File: config.mk
export PLATFORM = sky130hd
export DESIGN_NAME = span_writer
export DESIGN_NICKNAME = d
export VERILOG_FILES = /design/src/rtl/span_writer.sv
export SDC_FILE = /design/constraint.sdc
export NUM_CORES = 1
export LEC_CHECK = 0
export BUFFER_PORTS_ARGS = -buffer_cell sky130_fd_sc_hd__buf_2
export CORE_MARGIN = 4
export CORE_UTILIZATION = 25
export CTS_BUF_LIST = sky130_fd_sc_hd__clkbuf_4
export DETAILED_ROUTE_END_ITERATION = 12
export PLACE_DENSITY = 0.54
export RECOVER_POWER = 50
export SYNTH_ARGS = -nofsm -noshare
export SYNTH_HDL_FRONTEND = slang
export SYNTH_SLANG_ARGS = --single-unit
File: constraint.sdc
create_clock -name clk_draw -period 3.97 [get_ports clk_draw]
set_clock_uncertainty 0.2 [all_clocks]
set_input_delay 0.1985 -clock clk_draw [delete_from_list [all_inputs] [get_ports clk_draw]]
set_output_delay 0.1985 -clock clk_draw [all_outputs]
set_load 0.005 [all_outputs]
File: src/rtl/span_writer.sv
// Line-buffer span rasteriser: optional background clear, then span fills one 16-pixel word per cycle.
// Define SPAN_WRITER_CLEAR_EN to enable the background clear pass before span acceptance.
module span_writer #(
  parameter int unsigned CORDW      = 11,
  parameter int unsigned LINE_WORDS = 40
) (
  input  logic             clk_draw,
  input  logic             rst_draw_n,
  input  logic             line_start,
  input  logic [7:0]       bg_colour,
  input  logic             span_valid,
  output logic             span_ready,
  input  logic [CORDW-1:0] span_x0,
  input  logic [CORDW-1:0] span_x1,
  input  logic [7:0]       span_colour,
  input  logic             span_last,
  output logic [6:0]       lb_addr,
  output logic [15:0]      lb_we,
  output logic [127:0]     lb_colour,
  output logic             busy,
  output logic             line_done,
  output logic             overrun
);

  localparam int unsigned LIMIT = LINE_WORDS * 16 - 1;

  typedef enum logic [2:0] {IDLE, CLEAR, ACCEPT, SPAN, DONE} state_t;

  state_t           state_q;
  logic [7:0]       word_q;
  logic [7:0]       end_q;
  logic [CORDW-1:0] x0_q;
  logic [CORDW-1:0] x1c_q;
  logic [7:0]       colour_q;
  logic             last_q;
  logic [6:0]       lb_addr_q;
  logic [15:0]      lb_we_q;
  logic [127:0]     lb_colour_q;
  logic             line_done_q;
  logic             overrun_q;

  logic [CORDW-1:0] x1c_d;
  logic             discard_d;
  logic [7:0]       start_w_d;
  logic [7:0]       end_w_d;
  logic [7:0]       sel_word_d;
  logic [CORDW-1:0] sel_x0_d;
  logic [CORDW-1:0] sel_x1_d;
  logic [15:0]      mask_d;

`ifndef SPAN_WRITER_CLEAR_EN
  logic unused_bg;
  assign unused_bg = ^bg_colour;
`endif

  // Span decode: clamp to line end, reject empty/off-line spans, and build the pixel mask
  // for the word about to be written (incoming span at handshake, stored span otherwise).
  always_comb begin
    x1c_d      = (32'(span_x1) > LIMIT) ? CORDW'(LIMIT) : span_x1;
    discard_d  = (span_x0 > span_x1) || (32'(span_x0) > LIMIT);
    start_w_d  = 8'(32'(span_x0) >> 4);
    end_w_d    = 8'(32'(x1c_d) >> 4);
    sel_word_d = (state_q == ACCEPT) ? start_w_d : word_q;
    sel_x0_d   = (state_q == ACCEPT) ? span_x0   : x0_q;
    sel_x1_d   = (state_q == ACCEPT) ? x1c_d     : x1c_q;
    mask_d     = '0;
    for (int i = 0; i < 16; i++) begin
      mask_d[i] = ((32'(sel_word_d) * 16 + 32'(i)) >= 32'(sel_x0_d)) &&
                  ((32'(sel_word_d) * 16 + 32'(i)) <= 32'(sel_x1_d));
    end
  end

  always_ff @(posedge clk_draw) begin
    if (!rst_draw_n) begin
      state_q     <= IDLE;
      word_q      <= '0;
      end_q       <= '0;
      x0_q        <= '0;
      x1c_q       <= '0;
      colour_q    <= '0;
      last_q      <= 1'b0;
      lb_addr_q   <= '0;
      lb_we_q     <= '0;
      lb_colour_q <= '0;
      line_done_q <= 1'b0;
      overrun_q   <= 1'b0;
    end else begin
      lb_we_q     <= '0;
      line_done_q <= 1'b0;
      if (line_start && (state_q != IDLE)) overrun_q <= 1'b1;
      // line_start always wins: any in-flight work is dropped
      if (line_start) begin
`ifdef SPAN_WRITER_CLEAR_EN
        state_q     <= CLEAR;
        word_q      <= 8'd1;
        lb_addr_q   <= '0;
        lb_we_q     <= 16'hffff;
        lb_colour_q <= {16{bg_colour}};
`else
        state_q     <= ACCEPT;
`endif
      end else begin
        case (state_q)
          CLEAR: begin
            if (32'(word_q) < LINE_WORDS) begin
              lb_addr_q   <= 7'(word_q);
              lb_we_q     <= 16'hffff;
              lb_colour_q <= {16{bg_colour}};
              word_q      <= word_q + 8'd1;
            end else begin
              state_q <= ACCEPT;
            end
          end
          ACCEPT: begin
            if (span_valid) begin
              last_q <= span_last;
              if (discard_d) begin
                state_q     <= span_last ? DONE : ACCEPT;
                line_done_q <= span_last;
              end else begin
                x0_q        <= span_x0;
                x1c_q       <= x1c_d;
                colour_q    <= span_colour;
                end_q       <= end_w_d;
                word_q      <= start_w_d + 8'd1;
                state_q     <= SPAN;
                lb_addr_q   <= 7'(start_w_d);
                lb_we_q     <= mask_d;
                lb_colour_q <= {16{span_colour}};
              end
            end
          end
          SPAN: begin
            if (word_q > end_q) begin
              state_q     <= last_q ? DONE : ACCEPT;
              line_done_q <= last_q;
            end else begin
              lb_addr_q   <= 7'(word_q);
              lb_we_q     <= mask_d;
              lb_colour_q <= {16{colour_q}};
              word_q      <= word_q + 8'd1;
            end
          end
          DONE:    state_q <= IDLE;
          default: state_q <= IDLE;
        endcase
      end
    end
  end

  assign span_ready = (state_q == ACCEPT);
  assign busy       = (state_q != IDLE);
  assign lb_addr    = lb_addr_q;
  assign lb_we      = lb_we_q;
  assign lb_colour  = lb_colour_q;
  assign line_done  = line_done_q;
  assign overrun    = overrun_q;

endmodule
# Yosys cells after proc, flatten, opt, wreduce, memory -nomap -nowiden
# Cells that the tools add are included.
dict set report op_classes {
  add_sub_neg 17
  mul 0
  n_div 0
  order_cmp 37
  eq_ne 12
  shift 0
  mux 36
  bitwise_logic 3
  n_reduce_logical 26
}
# operator count
set ops {}
lappend ops {{128-bit two-way mux} 4}
lappend ops {{32-bit by 11-bit greater-or-equal comparator with 1-bit output} 15}
lappend ops {{128-bit one-hot mux with 3 select lines} 1}
lappend ops {{13-bit by 11-bit less-or-equal comparator with 1-bit output} 15}
lappend ops {{12-bit by 4-bit adder with 13-bit output, second input constant} 8}
lappend ops {{16-bit two-way mux} 4}
lappend ops {{12-bit by 3-bit adder with 13-bit output, second input constant} 4}
lappend ops {{16-bit one-hot mux with 3 select lines} 1}
lappend ops {{8-bit two-way mux} 5}
lappend ops {{11-bit two-way mux} 3}
lappend ops {{7-bit two-way mux} 4}
lappend ops {{12-bit by 2-bit adder with 13-bit output, second input constant} 2}
lappend ops {{8-bit one-hot mux with 3 select lines} 1}
lappend ops {{11-bit by 10-bit greater-than comparator with 1-bit output, second input constant} 2}
lappend ops {{7-bit one-hot mux with 3 select lines} 1}
lappend ops {{3-bit two-way mux} 6}
lappend ops {{1-bit logical AND} 17}
lappend ops {{12-bit by 1-bit adder with 13-bit output, second input constant} 1}
lappend ops {{12-bit by 11-bit greater-or-equal comparator with 1-bit output} 1}
lappend ops {{12-bit by 11-bit less-or-equal comparator with 1-bit output} 1}
lappend ops {{2-bit inequality test, second input constant} 6}
lappend ops {{11-bit greater-than comparator} 1}
lappend ops {{3-bit inequality test, second input constant} 3}
lappend ops {{3-bit one-hot mux with 3 select lines} 1}
lappend ops {{16 further kinds} 24}
dict set report word_totals {
  ff_bits 202
  latch_bits 0
  ramBits 0
  mem_bits_ro 0
  inputBits 43
  out_inout_bits 155
  word_cells 144
  n_memories 0
}

# Logic depth before layout (Yosys ltp)
dict set report depth {
  word_depth 8
  mapped_depth 17
  mapped_depth_nobuf 12
}

# Least setup slack after synthesis
# No wires, ideal clock.
dict set report synth_path {
  path_kind {reg2reg}
  startpoint {register state_q[2]}
  endpoint {register lb_we_q[7] (netlist: lb_we[7])}
  setup_ns 0.070
  arrival_ns 3.476
  required_time_ns 3.700
  setup_slack_ns 0.223
  path_stages_with_launch 16
  path_buffers 5
  period_less_slack_ns 3.747
  path_cell_list {dfxtp_1 or3b_1 buf_6 clkinv_4 buf_6 buf_6 buf_2 buf_2 a31oi_1 ha_1 nand4_1 a211oi_4 o21ai_2 or3b_1 a221o_1 a21oi_2}
}
dict set report synth_via {
  elab_chain_len 8
  word_cells_on_any_way 14
  classes_between {add/sub (1); order compare (2); eq/ne (3); mux (7); reduce/logical (1)}
}
# element line
set synth_rtl {}
lappend synth_rtl {{start, declared} 29} ;# state_t state_q;
lappend synth_rtl {{start signal, assigned} 118} ;# state_q <= span_last ? DONE : ACCEPT;
lappend synth_rtl {{start signal, assigned} 135} ;# state_q <= last_q ? DONE : ACCEPT;
lappend synth_rtl {{3-bit by 2-bit equality test with 1-bit output (*)} -}
lappend synth_rtl {{named net span_ready} 12} ;# output logic span_ready,
lappend synth_rtl {{8-bit two-way mux} 63} ;# sel_word_d = (state_q == ACCEPT) ? start_w_d : word_q;
lappend synth_rtl {{12-bit by 3-bit adder with 13-bit output} {68, 69}}
lappend synth_rtl {{32-bit by 11-bit greater-or-equal comparator with 1-bit output or 13-bit by 11-bit less-or-equal comparator with 1-bit output (tied branches)} {68, 69}}
lappend synth_rtl {{1-bit logical AND} 68} ;# mask_d[i] = ((32'(sel_word_d) * 16 + 32'(i)) >= 32'(sel_x0_d)) &&
lappend synth_rtl {{16-bit two-way mux} 117} ;# if (discard_d) begin
lappend synth_rtl {{16-bit two-way mux} 115} ;# if (span_valid) begin
lappend synth_rtl {{16-bit one-hot mux with 3 select lines (*)} 103} ;# case (state_q)
lappend synth_rtl {{end signal, assigned} 128} ;# lb_we_q <= mask_d;
lappend synth_rtl {{end signal, assigned} 139} ;# lb_we_q <= mask_d;
lappend synth_rtl {{end, declared} 37} ;# logic [15:0] lb_we_q;
# Mark *: on every way through the listed nets, which the timed path passes. The rest lies on a longest branch.
# A chain may end at the register's enable or synchronous reset.

# Final worst setup path
dict set report layout_path {
  startpoint {register state_q[2]}
  endpoint {register lb_we_q[9] (netlist: lb_we[9])}
}
dict set report layout_via {
  elab_chain_len 8
  word_cells_on_any_way 14
  classes_between {add/sub (1); order compare (2); eq/ne (3); mux (7); reduce/logical (1)}
}
# element line
set layout_rtl {}
lappend layout_rtl {{3-bit by 2-bit equality test with 1-bit output (*)} 63}
lappend layout_rtl {{8-bit two-way mux (*)} 63}
lappend layout_rtl {{named net sel_word_d[3]} 46} ;# logic [7:0] sel_word_d;
lappend layout_rtl {{12-bit by 4-bit adder with 13-bit output (*)} {68, 69}}
lappend layout_rtl {{32-bit by 11-bit greater-or-equal comparator with 1-bit output or 13-bit by 11-bit less-or-equal comparator with 1-bit output (tied branches)} {68, 69}}
lappend layout_rtl {{1-bit logical AND (*)} 68}
lappend layout_rtl {{16-bit two-way mux} 117}
lappend layout_rtl {{16-bit two-way mux} 115}
lappend layout_rtl {{16-bit one-hot mux with 3 select lines (*)} 103}
# Marks and branches as above.

==> impl_metrics.xml <==
<?xml version="1.0" encoding="UTF-8"?>
<metrics>
  <group name="outcome">
    <metric name="run_status" unit="">completed</metric>
  </group>
  <group name="timing">
    <metric name="summed_negative_setup_slack_over_all_endpoints" unit="ns">0</metric>
    <metric name="min_period_over_period" unit="%">93.6</metric>
    <metric name="finalCriticalPeriod" unit="ns">3.72</metric>
    <metric name="hold_viol_final" unit="">0</metric>
    <metric name="report.final.setup_viol" unit="">0</metric>
    <metric name="setup_repair_after_global_routing_missed_its_margin" unit="">false</metric>
    <metric name="worst_slew_margin_rel" unit="%">25.2</metric>
    <metric name="maxClockFrequency" unit="GHz">0.269</metric>
    <metric name="slew_violations" unit="">0</metric>
    <metric name="worst-slew-pin-transition" unit="ns">1.12</metric>
  </group>
  <group name="logic_synthesis">
    <metric name="synth_top_family_by_area" unit="">compound AO/OA/AOI/OAI gates</metric>
    <metric name="synthAdderAreaFrac" unit="%">7.61</metric>
    <metric name="synth_simple_gate_area_share" unit="%">15.1</metric>
    <metric name="proportion_of_synthesized_chip_area_in_sequential_cells" unit="%">26.1</metric>
    <metric name="netlist-cell-type-count" unit="">73</metric>
    <metric name="synth.area.mux_share" unit="%">8.01</metric>
    <metric name="post-synth-top-count-cell" unit="">buf_4</metric>
    <metric name="postSynth.asyncResetShare" unit="%">0</metric>
    <metric name="post_syn_area" unit="µm²">5750</metric>
    <metric name="ys.warnings.count" unit="">0</metric>
    <metric name="synth_compound_area_share" unit="%">22.2</metric>
    <metric name="post_synthesis_share_of_cell_area_spent_on_xor_and_xnor_gates" unit="%">0.761</metric>
    <metric name="postSynth.topFlopCell" unit="">dfxtp_1</metric>
    <metric name="netlist.top_cell.by_area" unit="">dfxtp_1</metric>
    <metric name="synth-edff-count" unit="">0</metric>
    <metric name="ys_seq_elements" unit="">75</metric>
    <metric name="netlist_top_cells_count" unit="">buf_4, dfxtp_1, nand2_1, mux2i_1, a21oi_1</metric>
    <metric name="synth_fp_nets" unit="">776</metric>
    <metric name="synthCells" unit="">698</metric>
    <metric name="synth.avg_cell_area" unit="µm²">8.24</metric>
    <metric name="synth.area.top_cells" unit="">dfxtp_1, buf_4, mux2i_1, ha_1, a21oi_1</metric>
    <metric name="post-synth-top-area-fraction" unit="%">26.1</metric>
  </group>
  <group name="global_routing">
    <metric name="grt_max_degree" unit="">54</metric>
    <metric name="grt_antenna_before_repair" unit="">1</metric>
    <metric name="grt_pass1_vias" unit="">4842</metric>
    <metric name="grt_util_all_layers" unit="%">13.3</metric>
    <metric name="grt_overflow_total" unit="">0</metric>
    <metric name="grt_pass1_wl" unit="mm">27.7</metric>
  </group>
  <group name="placement">
    <metric name="placement.io_buffers" unit="">197</metric>
    <metric name="detail_placement_hpwl" unit="mm">13.4</metric>
    <metric name="dpl-instance-area" unit="µm²">6210</metric>
    <metric name="rd_place_congestion" unit="">0.907</metric>
  </group>
  <group name="final_layout">
    <metric name="utilization_of_the_core_after_routing" unit="%">29.9</metric>
    <metric name="nets_finish" unit="">895</metric>
    <metric name="drive_above_1_share" unit="%">26.9</metric>
    <metric name="finalInstanceArea" unit="µm²">6760</metric>
    <metric name="syn_to_final_growth" unit="%">17.6</metric>
  </group>
  <group name="worst_setup_path">
    <metric name="critical_path_arrival" unit="ns">3.89</metric>
    <metric name="required" unit="ns">4.14</metric>
    <metric name="crit_fanout" unit="">10</metric>
    <metric name="worst_setup_path_start_kind" unit="">flip-flop</metric>
    <metric name="worstSetupEndpointType" unit="">flip-flop</metric>
    <metric name="cp_num_buf_inv" unit="">2</metric>
    <metric name="setup.reg_to_reg.worst_slack" unit="ns">0.25</metric>
    <metric name="worstPathCellList" unit="">or3b_1, clkinv_4, mux2i_1, clkinv_1, ha_1, nand4_1, a211oi_4, or3b_1, nor2_1, o22ai_1, a31o_1</metric>
    <metric name="crit_path_max_incr_delay" unit="ns">0.47</metric>
    <metric name="critical_path.slowest_cell" unit="">a211oi_4</metric>
    <metric name="critPathMostFrequentCell" unit="">or3b_1</metric>
    <metric name="timing.critical_path.max_delay_family" unit="">simple AND/OR/NAND/NOR gates</metric>
    <metric name="critical_path_class" unit="">flip-flop to flip-flop</metric>
  </group>
  <group name="drt">
    <metric name="drc_errors" unit="">0</metric>
    <metric name="postRouteAntennaNets" unit="">0</metric>
    <metric name="average_detailed_routed_wire_length_per_instance" unit="µm">15.9</metric>
    <metric name="m1WireLength" unit="mm">8.42</metric>
    <metric name="post_drt_via_cell_ratio" unit="">4.80</metric>
    <metric name="wirelength" unit="mm">17.6</metric>
    <metric name="drt-pass1-iter-count" unit="">4</metric>
    <metric name="highest-signal-layer" unit="">met4</metric>
    <metric name="detailroute.wirelength.met2" unit="mm">7.96</metric>
    <metric name="route.vias.total" unit="">5313</metric>
    <metric name="drt-initial-drc-count" unit="">375</metric>
    <metric name="met3WireLength" unit="mm">1.01</metric>
  </group>
  <group name="floorplan">
    <metric name="die_h" unit="µm">160</metric>
    <metric name="die-area" unit="µm²">25500</metric>
    <metric name="core.rowCount" unit="">55</metric>
    <metric name="boundary_pins" unit="">198</metric>
    <metric name="floorplan.core_area" unit="µm²">22600</metric>
    <metric name="initial_core_util" unit="%">25.4</metric>
    <metric name="die_x" unit="µm">160</metric>
  </group>
  <group name="cts">
    <metric name="cts.root.buffer_cell" unit="">clkbuf_4</metric>
    <metric name="worst_skew_pair.late_latency" unit="ns">0.46</metric>
    <metric name="cts.sink_count" unit="">75</metric>
    <metric name="cts_setup_buffers" unit="">0</metric>
    <metric name="cts_made_buffers" unit="">9</metric>
    <metric name="tritoncts_clock_tree" unit="">built</metric>
    <metric name="max_h_tree_level" unit="">3</metric>
    <metric name="max-clock-path-buffers" unit="">2</metric>
    <metric name="cts_resized" unit="">0</metric>
    <metric name="cts.clk_slew.worst_paths" unit="ns">0.14</metric>
  </group>
  <group name="power">
    <metric name="static-leakage-power" unit="nW">3.16</metric>
    <metric name="power.density_cell_area" unit="nW/µm²">318</metric>
    <metric name="max_ir_drop_vdd" unit="µV">127</metric>
  </group>
  <group name="run">
    <metric name="drv.max_cap_violation_count" unit="">0</metric>
  </group>
  <group name="worst_hold_path">
    <metric name="min-delay-path-class" unit="">input pin to flip-flop</metric>
  </group>
</metrics>
## worst min-delay path: cells and delay by family
kind	cells	cell delay, ns
AO/OA/AOI/OAI	1	0.25
AND/OR/NAND/NOR	1	0.10
buffers and inverters	1	0.11
## logic make-up (layout without fill, tap and decap cells)
kind of cell	Yosys count	count (layout)
mux	46	46
other cells	0	1
xor+xnor	5	5
simple gates	171	171
buf+inv	181	304
flops	75	75
fa+ha+maj	35	35
compound gates	185	185
## layout by cell type, fill, tap and decap left out, types with 4 or more instances in the layout
cell type,instances
a31o_1,13
a21oi_1,45
o211ai_1,5
clkbuf_4,9
xnor2_1,5
o21ai_1,7
a211oi_1,11
o21ai_0,39
nand2_1,48
nor3_1,12
ha_1,35
nand3_1,28
buf_4,19
a31oi_1,10
clkbuf_1,33
a21o_1,6
dfxtp_1,75
mux2i_1,46
nand2b_1,6
nand4_1,6
dlygate4sd3_1,41
nor2_1,36
o22ai_1,4
inv_1,28
buf_2,164
## timing repair
| item | 4_1_cts | 5_1_grt |
|---|---|---|
| hold buffers | 41 | 0 |
| setup endpoints to repair | 0 | 0 |
| hold endpoints to repair | 45 | 0 |
## sequential cells by signal, indices dropped and copies added, names as in the netlist
| name | count |
|---|---|
| x0_q | 11 |
| last_q | 1 |
| x1c_q | 11 |
| overrun | 1 |
| state_q | 3 |
| word_q | 8 |
| lb_colour | 8 |
| lb_addr | 7 |
| colour_q | 8 |
| lb_we | 16 |
| line_done | 1 |
## final timing paths
| path | start | to | cells past startpoint |
|---|---|---|---|
| setup / recovery | state_q[2] | lb_we[9] | 11 |
| hold / removal | span_x1[0] | x1c_q[0] | 3 |
| setup reg to reg | state_q[2] | lb_we[9] | 11 |
| hold reg to reg | x1c_q[7] | x1c_q[7] | 2 |
## report_power, final
group,switching [W],leakage (nW),internal [W]
combinational,0.000434,2.46,0.000303
sequential,0.0000265,0.607,0.000774
clock,0.000295,0.0922,0.000317
## per-stage QoR
step	cells	power, W	setup WS [ns]	hold slack (ns)
after detailed placement	1050	0.00152	0.337	0.252
after global routing	1107	0.00228	0.0543	0.0538
after CTS	1106	0.00218	0.333	0.0162
final	1107	0.00215	0.254	0.0660
after floorplan	698	0.00134	0.223	0.132
after global placement	1050	0.00153	0.423	0.243
## routing by layer
metal	track usage [%]	up-vias
met5	0	-
met4	3.47	0
met3	2.12	14
met2	21.2	201
met1	18.8	2463
li1	-	2635
## final cells by class
type                       count  area (µm²)
multi-input combinational    442        3100
fill                        2452       15900
inverter                      31         121
clock inverter                 6         115
sequential                    75        1500
antenna                        1        2.50
timing repair buffer         258        1500
clock buffer                   9        67.6
tap                          285         357
Note: power is estimated with default switching activity, not from simulation.
